[config.mk]
export PLATFORM = sky130hd
export DESIGN_NAME = decimal_key_encoder
export DESIGN_NICKNAME = d
export VERILOG_FILES = /design/src/rtl/decimal_key_encoder.sv
export SDC_FILE = /design/constraint.sdc
export NUM_CORES = 1
export LEC_CHECK = 0
export ABC_AREA = 0
export CORE_UTILIZATION = 40
export DETAILED_ROUTE_END_ITERATION = 16
export GPL_TIMING_DRIVEN = 0
export HOLD_SLACK_MARGIN = 0.05
export SLEW_MARGIN = 20
export SYNTH_ARGS = -nofsm -noshare
export SYNTH_HDL_FRONTEND = slang
export SYNTH_SLANG_ARGS = --single-unit
[constraint.sdc]
create_clock -name clk -period 2.98 [get_ports clk]
set_input_delay 0.447 -clock clk [delete_from_list [all_inputs] [get_ports clk]]
set_output_delay 0.447 -clock clk [all_outputs]
set_load 0.005 [all_outputs]
[src/rtl/decimal_key_encoder.sv]
// rtl/decimal_key_encoder.sv - debounced decimal keypad to BCD encoder with two-digit shift register
module decimal_key_encoder #(
  parameter int DEBOUNCE = 1_000_000
) (
  input  logic       clk,
  input  logic       rst,
  input  logic       K0,
  input  logic       K1,
  input  logic       K2,
  input  logic       K3,
  input  logic       K4,
  input  logic       K5,
  input  logic       K6,
  input  logic       K7,
  input  logic       K8,
  input  logic       K9,
  input  logic       clr,
  output logic       A,
  output logic       B,
  output logic       C,
  output logic       D,
  output logic       valid,
  output logic       busy,
  output logic [3:0] TENS,
  output logic [3:0] UNITS
);

  localparam int CW = $clog2(DEBOUNCE) + 1;
  localparam logic [CW-1:0] CNT_MAX = CW'(DEBOUNCE - 1);

  typedef enum logic [1:0] {
    IDLE       = 2'd0,
    DB_PRESS   = 2'd1,
    HELD       = 2'd2,
    DB_RELEASE = 2'd3
  } state_t;

  logic [9:0]    w_key_n;
  logic [9:0]    r_sync1;
  logic [9:0]    r_sync2;
  logic [9:0]    w_pressed;
  logic          w_any;
  logic [3:0]    w_code;

  state_t        r_state;
  state_t        w_state_nx;
  logic [CW-1:0] r_cnt;
  logic [CW-1:0] w_cnt_nx;
  logic [3:0]    r_cand;
  logic [3:0]    w_cand_nx;
  logic          w_accept;

  logic [3:0]    r_bcd;
  logic          r_valid;
  logic [3:0]    r_tens;
  logic [3:0]    r_units;

  assign w_key_n   = {K9, K8, K7, K6, K5, K4, K3, K2, K1, K0};
  assign w_pressed = ~r_sync2;
  assign w_any     = |w_pressed;

  // Two-flop synchronizer; idle level is released (all ones).
  always_ff @(posedge clk or posedge rst) begin
    if (rst) begin
      r_sync1 <= '1;
      r_sync2 <= '1;
    end else begin
      r_sync1 <= w_key_n;
      r_sync2 <= r_sync1;
    end
  end

  // Priority encode: ascending scan so the highest pressed index wins.
  always_comb begin
    w_code = 4'd0;
    for (int i = 0; i < 10; i++) begin
      if (w_pressed[i]) w_code = 4'(i);
    end
  end

  // FSM state, debounce counter and candidate registers.
  always_ff @(posedge clk or posedge rst) begin
    if (rst) begin
      r_state <= IDLE;
      r_cnt   <= '0;
      r_cand  <= 4'd0;
    end else begin
      r_state <= w_state_nx;
      r_cnt   <= w_cnt_nx;
      r_cand  <= w_cand_nx;
    end
  end

  // Next-state logic: debounce press, wait for release, debounce release.
  always_comb begin
    w_state_nx = r_state;
    w_cnt_nx   = r_cnt;
    w_cand_nx  = r_cand;
    w_accept   = 1'b0;
    case (r_state)
      IDLE: begin
        if (w_any) begin
          w_cand_nx  = w_code;
          w_cnt_nx   = '0;
          w_state_nx = DB_PRESS;
        end
      end
      DB_PRESS: begin
        if (!w_any || (w_code != r_cand)) begin
          w_state_nx = IDLE;
        end else if (r_cnt == CNT_MAX) begin
          w_state_nx = HELD;
          w_accept   = 1'b1;
        end else begin
          w_cnt_nx = r_cnt + 1'b1;
        end
      end
      HELD: begin
        if (!w_any) begin
          w_cnt_nx   = '0;
          w_state_nx = DB_RELEASE;
        end
      end
      DB_RELEASE: begin
        if (w_any) begin
          w_state_nx = HELD;
        end else if (r_cnt == CNT_MAX) begin
          w_state_nx = IDLE;
        end else begin
          w_cnt_nx = r_cnt + 1'b1;
        end
      end
      default: w_state_nx = IDLE;
    endcase
  end

  // Accept strobe, BCD latch and the TENS/UNITS shift with clear.
  always_ff @(posedge clk or posedge rst) begin
    if (rst) begin
      r_valid <= 1'b0;
      r_bcd   <= 4'd0;
      r_tens  <= 4'd0;
      r_units <= 4'd0;
    end else begin
      r_valid <= w_accept;
      if (w_accept) begin
        r_bcd   <= r_cand;
        r_tens  <= clr ? 4'd0 : r_units;
        r_units <= r_cand;
      end else if (clr) begin
        r_tens  <= 4'd0;
        r_units <= 4'd0;
      end
    end
  end

  assign {D, C, B, A} = r_bcd;
  assign valid        = r_valid;
  assign busy         = (r_state != IDLE);
  assign TENS         = r_tens;
  assign UNITS        = r_units;

endmodule
Word level (Yosys, flattened, before mapping) --
Index checks and enable logic that the tools add are counted.
Word-level totals: flip-flop bits (word level) 60, bits of input ports 13, output and inout bits 14, word-level logic and storage cells 60
Cells by class: add/sub/neg operators 1, equality and inequality tests 11, mux-type cells 29, bitwise operators 1, reductions and logical operators 9
Operators with widths (number):
- $mux 21 | 5
- $pmux 21 s4 | 1
- $mux 4 | 12
- $add 21x1->21 const B | 1
- $eq 21x20->1 const B | 1
- $mux 2 | 6
- $not 10->10 | 1
- $reduce_or 10->1 | 1
- $ne 2x2->1 const B | 4
- $pmux 2 s4 | 1
- $reduce_and 4->1 | 2
- $ne 3x3->1 const B | 2
- $eq 2x2->1 const B | 2
- $mux 1 | 4
- $ne 4x4->1 | 1
- $reduce_bool 2->1 | 2
- $eq 2x1->1 const B | 1
- $logic_not 2->1 | 1
- $reduce_and 2->1 | 1
- $logic_not 1->1 | 1
- $logic_or 1x1->1 | 1

Logic depth before layout (Yosys ltp) --
word-level depth 15, mapped depth 9, depth with buffers taken out 8

Worst setup path before layout --
Ideal clock, no wire load.
path kind reg2reg, from register r_sync2[8], to register r_cnt[8], arrival 2237 ps, data required time 2894 ps, setup slack 657 ps, cell stages (with the launch flop) 8, period minus slack after synthesis 2323 ps, path through dfstp_2 > nand2_2 > or4_4 > mux2i_4 > nand2_2 > buf_6 > or4_4 > o221ai_2
Between the ends: cells in the longest elaborated chain, start to end 7
Ends and longest elaborated chain:
- from (decl) | line 40 | logic [9:0] r_sync2;
- from (signal assigned) | line 69 | r_sync2 <= r_sync1;
- $not 10->10 * | line 59 | assign w_pressed = ~r_sync2;
- $mux 4 (2 in a row) | line 77 | if (w_pressed[i]) w_code = 4'(i);
- $ne 4x4->1 | line 109 | if (!w_any || (w_code != r_cand)) begin
- $logic_or 1x1->1 | line 109
- $ne 2x2->1 (no source line)
- $reduce_and 4->1 (no source line) *
- to (signal assigned) | line 89 | r_cnt <= w_cnt_nx;
- to (decl) | line 47 | logic [CW-1:0] r_cnt;
Mark *: on every way between the ends. The rest lies on a longest branch, timed or not. A chain may end at the register's enable or synchronous reset.

Worst setup path in the final report --
from register r_sync2[9], to register r_cnt[0]
Between the ends: cells in the longest elaborated chain, start to end 6
Ends and longest elaborated chain (line):
- $not 10->10 * | 59
- $mux 4 / $reduce_or 10->1 (equally long branches) | 77, 60
- $ne 4x4->1 / $logic_not 1->1 (equally long branches)
- $logic_or 1x1->1 | 109
- $ne 2x2->1 (no source line)
- $reduce_and 4->1 (no source line) *
Marks and branches as above.

==> impl_metrics.yaml <==
outcome:
  status: "finished clean"
timing:
  relSlewSlack_pct: 62.8
  rsz0062_at_grt: "no"
  skew_ns: 0.00564
  timing.hold.ws_ns: 0.355
  fin_crit_sh_pct: 89.6
  hold_viol_final: 0
  tightest_slew_ns: 0.556
  finalSetupViolCount: 0
  min_period_ns: 2.67
  postLayoutSetupSlackWorst_ns: 0.310
  max_freq_mhz: 375
  drv_slew: 0
critical_path:
  crit_path_end_kind: "flop"
  arrival_ns: 2.89
  required_ns: 3.20
  cp-start-kind: "flop"
  r2r_end: "r_cnt[0]"
  crit_fanout: 10
  crit_type: "flop to flop"
  r2r_slack_ns: 0.31
  r2r_cells: 7
  r2r-start: "r_sync2[9]"
synthesis:
  syn_area_um2: 2840
  syn_nets: 283
  synth-seq-area-share_pct: 53.8
  syn-mean-instance-area_um2: 10.5
  synth-simple-area-share_pct: 22.1
  yosysWarnings: 0
  synth_ff_type: "dfrtp_1"
  synth_xor_area_share_pct: 0
  synthMuxAreaShare_pct: 3.35
  synth_edf_count: 0
  synthAdderAreaFrac_pct: 0.441
  syn_inst: 269
  ys_ff_latch: 60
  synthDistinctLibCells: 58
  synth_top_family_by_area: "simple AND/OR/NAND/NOR gates"
  synth_compound_area_share_pct: 16.6
  synthArstFlopShare_pct: 100
die:
  initial_core_util_pct: 41.5
  pin_count: 27
  die-area_um2: 7430
  fp.dieH_um: 86.2
  rows: 30
  die_x_um: 86.2
  core-area_um2: 6830
pwr:
  p_leak_nw: 1.49
  power_density_nw_per_um2: 691
  ir_worst_vdd_v: 0.000286
route:
  routedWlPerCell_um: 15.3
  routed_wl_um: 6260
  drc_errors: 0
  firstDrtPassIters: 4
  drtIter0Drc: 195
  via_per_inst: 5.59
  ant_nets: 0
  vias: 2280
global_routing:
  antenna_found_initial: 0
  grt_max_degree: 32
  grt_pass1_vias: 2082
  grt_overflow: 0
  grt_pass1_wl_um: 10700
  grt_usage_pct: 18.8
cts:
  htreeDepth: 3
  post_cts_buffers: 0
  cts_tree: "yes"
  cts_buffer_depth: 2
  clk_pin_slew_ns: 0.07
  clock_latency_ns: 0.34
  clkSinkCount: 60
  clockRootBuffer: "clkbuf_8"
  hold_buffers: 0
  cts_resized: 0
  numCtsBuffers: 9
place:
  dp_slack_ns: 0.361
  postPlaceCellArea_um2: 3240
  gp_congestion: 0.782
  hpwl_um: 4170
  numPortBuffers: 26
cells_and_area:
  area_growth_pct: 22.9
  drive_above_1_share_pct: 16.7
  antenna_cells: 0
  nets: 321
  n_fill_cell: 645
  multiInputGateArea_um2: 1200
  final_area_um2: 3480
  seq_area_um2: 1530
worst_hold_path:
  hold_start: "r_sync1[9]"
  worstHoldPathType: "flop to flop"
  whs_path_depth: 0
  hold-path-endpoint: "r_sync2[9]"
run:
  maxCapViolations: 0
==> cells in the final DEF (no fill, tap or decap), types with 2 or more instances in the layout <==
| cell type | count |
|---|---|
| a211o_1 | 2 |
| a21o_1 | 4 |
| a21oi_1 | 2 |
| a311oi_1 | 2 |
| a31oi_1 | 2 |
| and2_1 | 4 |
| and3_1 | 6 |
| and4_1 | 4 |
| buf_2 | 3 |
| clkbuf_1 | 6 |
| clkbuf_16 | 2 |
| clkbuf_8 | 11 |
| clkdlybuf4s50_1 | 26 |
| dfrtp_1 | 40 |
| dfstp_2 | 20 |
| inv_1 | 14 |
| inv_4 | 2 |
| mux2_2 | 2 |
| mux2i_1 | 5 |
| nand2_1 | 20 |
| nand2_2 | 2 |
| nand2b_1 | 7 |
| nand3_1 | 22 |
| nand3b_1 | 2 |
| nand4_1 | 8 |
| nor2_1 | 9 |
| nor3_1 | 2 |
| nor3b_1 | 2 |
| nor4_1 | 4 |
| o211ai_1 | 9 |
| o21ai_0 | 17 |
| o21ai_1 | 2 |
| o22ai_1 | 4 |
| o311ai_1 | 2 |
| o31ai_1 | 4 |
| o41ai_1 | 3 |
| or3_1 | 5 |
| or4_1 | 3 |
| or4_4 | 2 |
==> stage by stage <==
stage	TNS (ns)	cells	power (mW)	utilization [%]
2_1_floorplan	0	269	1.34	-
3_3_place_gp	-1.02	391	1.53	47.1
3_5_place_dp	0	392	1.54	47.4
4_1_cts	0	408	2.42	51.0
5_1_grt	0	408	2.54	51.0
6_report	0	408	2.41	51.0
==> flip-flops by register name (all words and copies together), names as in the netlist <==
signal   flops
TENS         4
UNITS        4
r_sync2     10
valid        1
r_bcd        4
r_sync1     10
r_state      2
r_cnt       21
r_cand       4
==> cells by family (layout without fill, tap and decap cells) <==
kind of cell,count (synthesis),after routing
fa+ha+maj,1,1
buf+inv,25,68
flops,60,60
mux,8,8
simple gates,109,109
compound gates,66,66
==> synthesized netlist by cell type (2+ instances only) <==
cell type / instances / area [um^2]
dfrtp_1: 40 / 1000
nand3_1: 22 / 110
dfstp_2: 20 / 526
nand2_1: 20 / 75.1
o21ai_0: 17 / 85.1
inv_1: 15 / 56.3
nor2_1: 9 / 33.8
o211ai_1: 9 / 67.6
nand4_1: 8 / 50.1
nand2b_1: 7 / 43.8
and3_1: 6 / 37.5
clkbuf_1: 6 / 22.5
mux2i_1: 5 / 50.1
or3_1: 5 / 31.3
a21o_1: 4 / 30.0
and2_1: 4 / 25.0
and4_1: 4 / 35.0
nor4_1: 4 / 25.0
o22ai_1: 4 / 25.0
o31ai_1: 4 / 30.0
buf_2: 3 / 15.0
o41ai_1: 3 / 26.3
or4_1: 3 / 22.5
a211o_1: 2 / 17.5
a21oi_1: 2 / 10.0
a311oi_1: 2 / 17.5
a31oi_1: 2 / 12.5
mux2_2: 2 / 22.5
nand2_2: 2 / 12.5
nand3b_1: 2 / 15.0
nor3_1: 2 / 10.0
nor3b_1: 2 / 15.0
o21ai_1: 2 / 10.0
o311ai_1: 2 / 17.5
or4_4: 2 / 22.5
==> per-layer routing <==
metal	global-route usage (%)	up-vias	part of all wire (%)
met1	27.5	1122	48
met4	7.27	0	1.3
met3	4.86	5	5.4
li1	-	1087	-
met2	26.7	66	45
met5	0	-	0
==> worst max path at each step <==
stage	start	end	slack, ns	cells past startpoint
floorplan	r_sync2[8]	r_cnt[8]	0.66	7
global placement	rst	TENS[1]	-0.03	2
detailed placement	r_sync2[9]	r_cnt[0]	0.36	7
CTS	r_sync2[9]	r_cnt[0]	0.35	7
global route	r_sync2[9]	r_cnt[0]	0.17	7
finish	r_sync2[9]	r_cnt[0]	0.31	7
==> power breakdown <==
group | switching [mW] | internal (mW)
Combinational | 0.383 | 0.174
Sequential | 0.0837 | 0.891
Clock | 0.338 | 0.537
==> worst max-delay path, stage by stage, from the launching register on <==
cell and delay (ns):
dfstp_2 0.61, and2b_1 0.20, a311oi_1 0.20, o311ai_1 0.18, a31oi_1 0.49, clkbuf_1 0.48, nor3_1 0.12, mux2_2 0.28
==> area by class of cell <==
cell class              count  area share, %
plain buffers              10           1.40
clock buffers              13           5.78
clock inverters             3           1.29
inverters                  15           1.69
multi-input cells         184           34.5
flip-flops and latches     60           43.8
well taps                  96           3.45
repair buffers             27           8.04
Power figures use the tool's default switching activity.
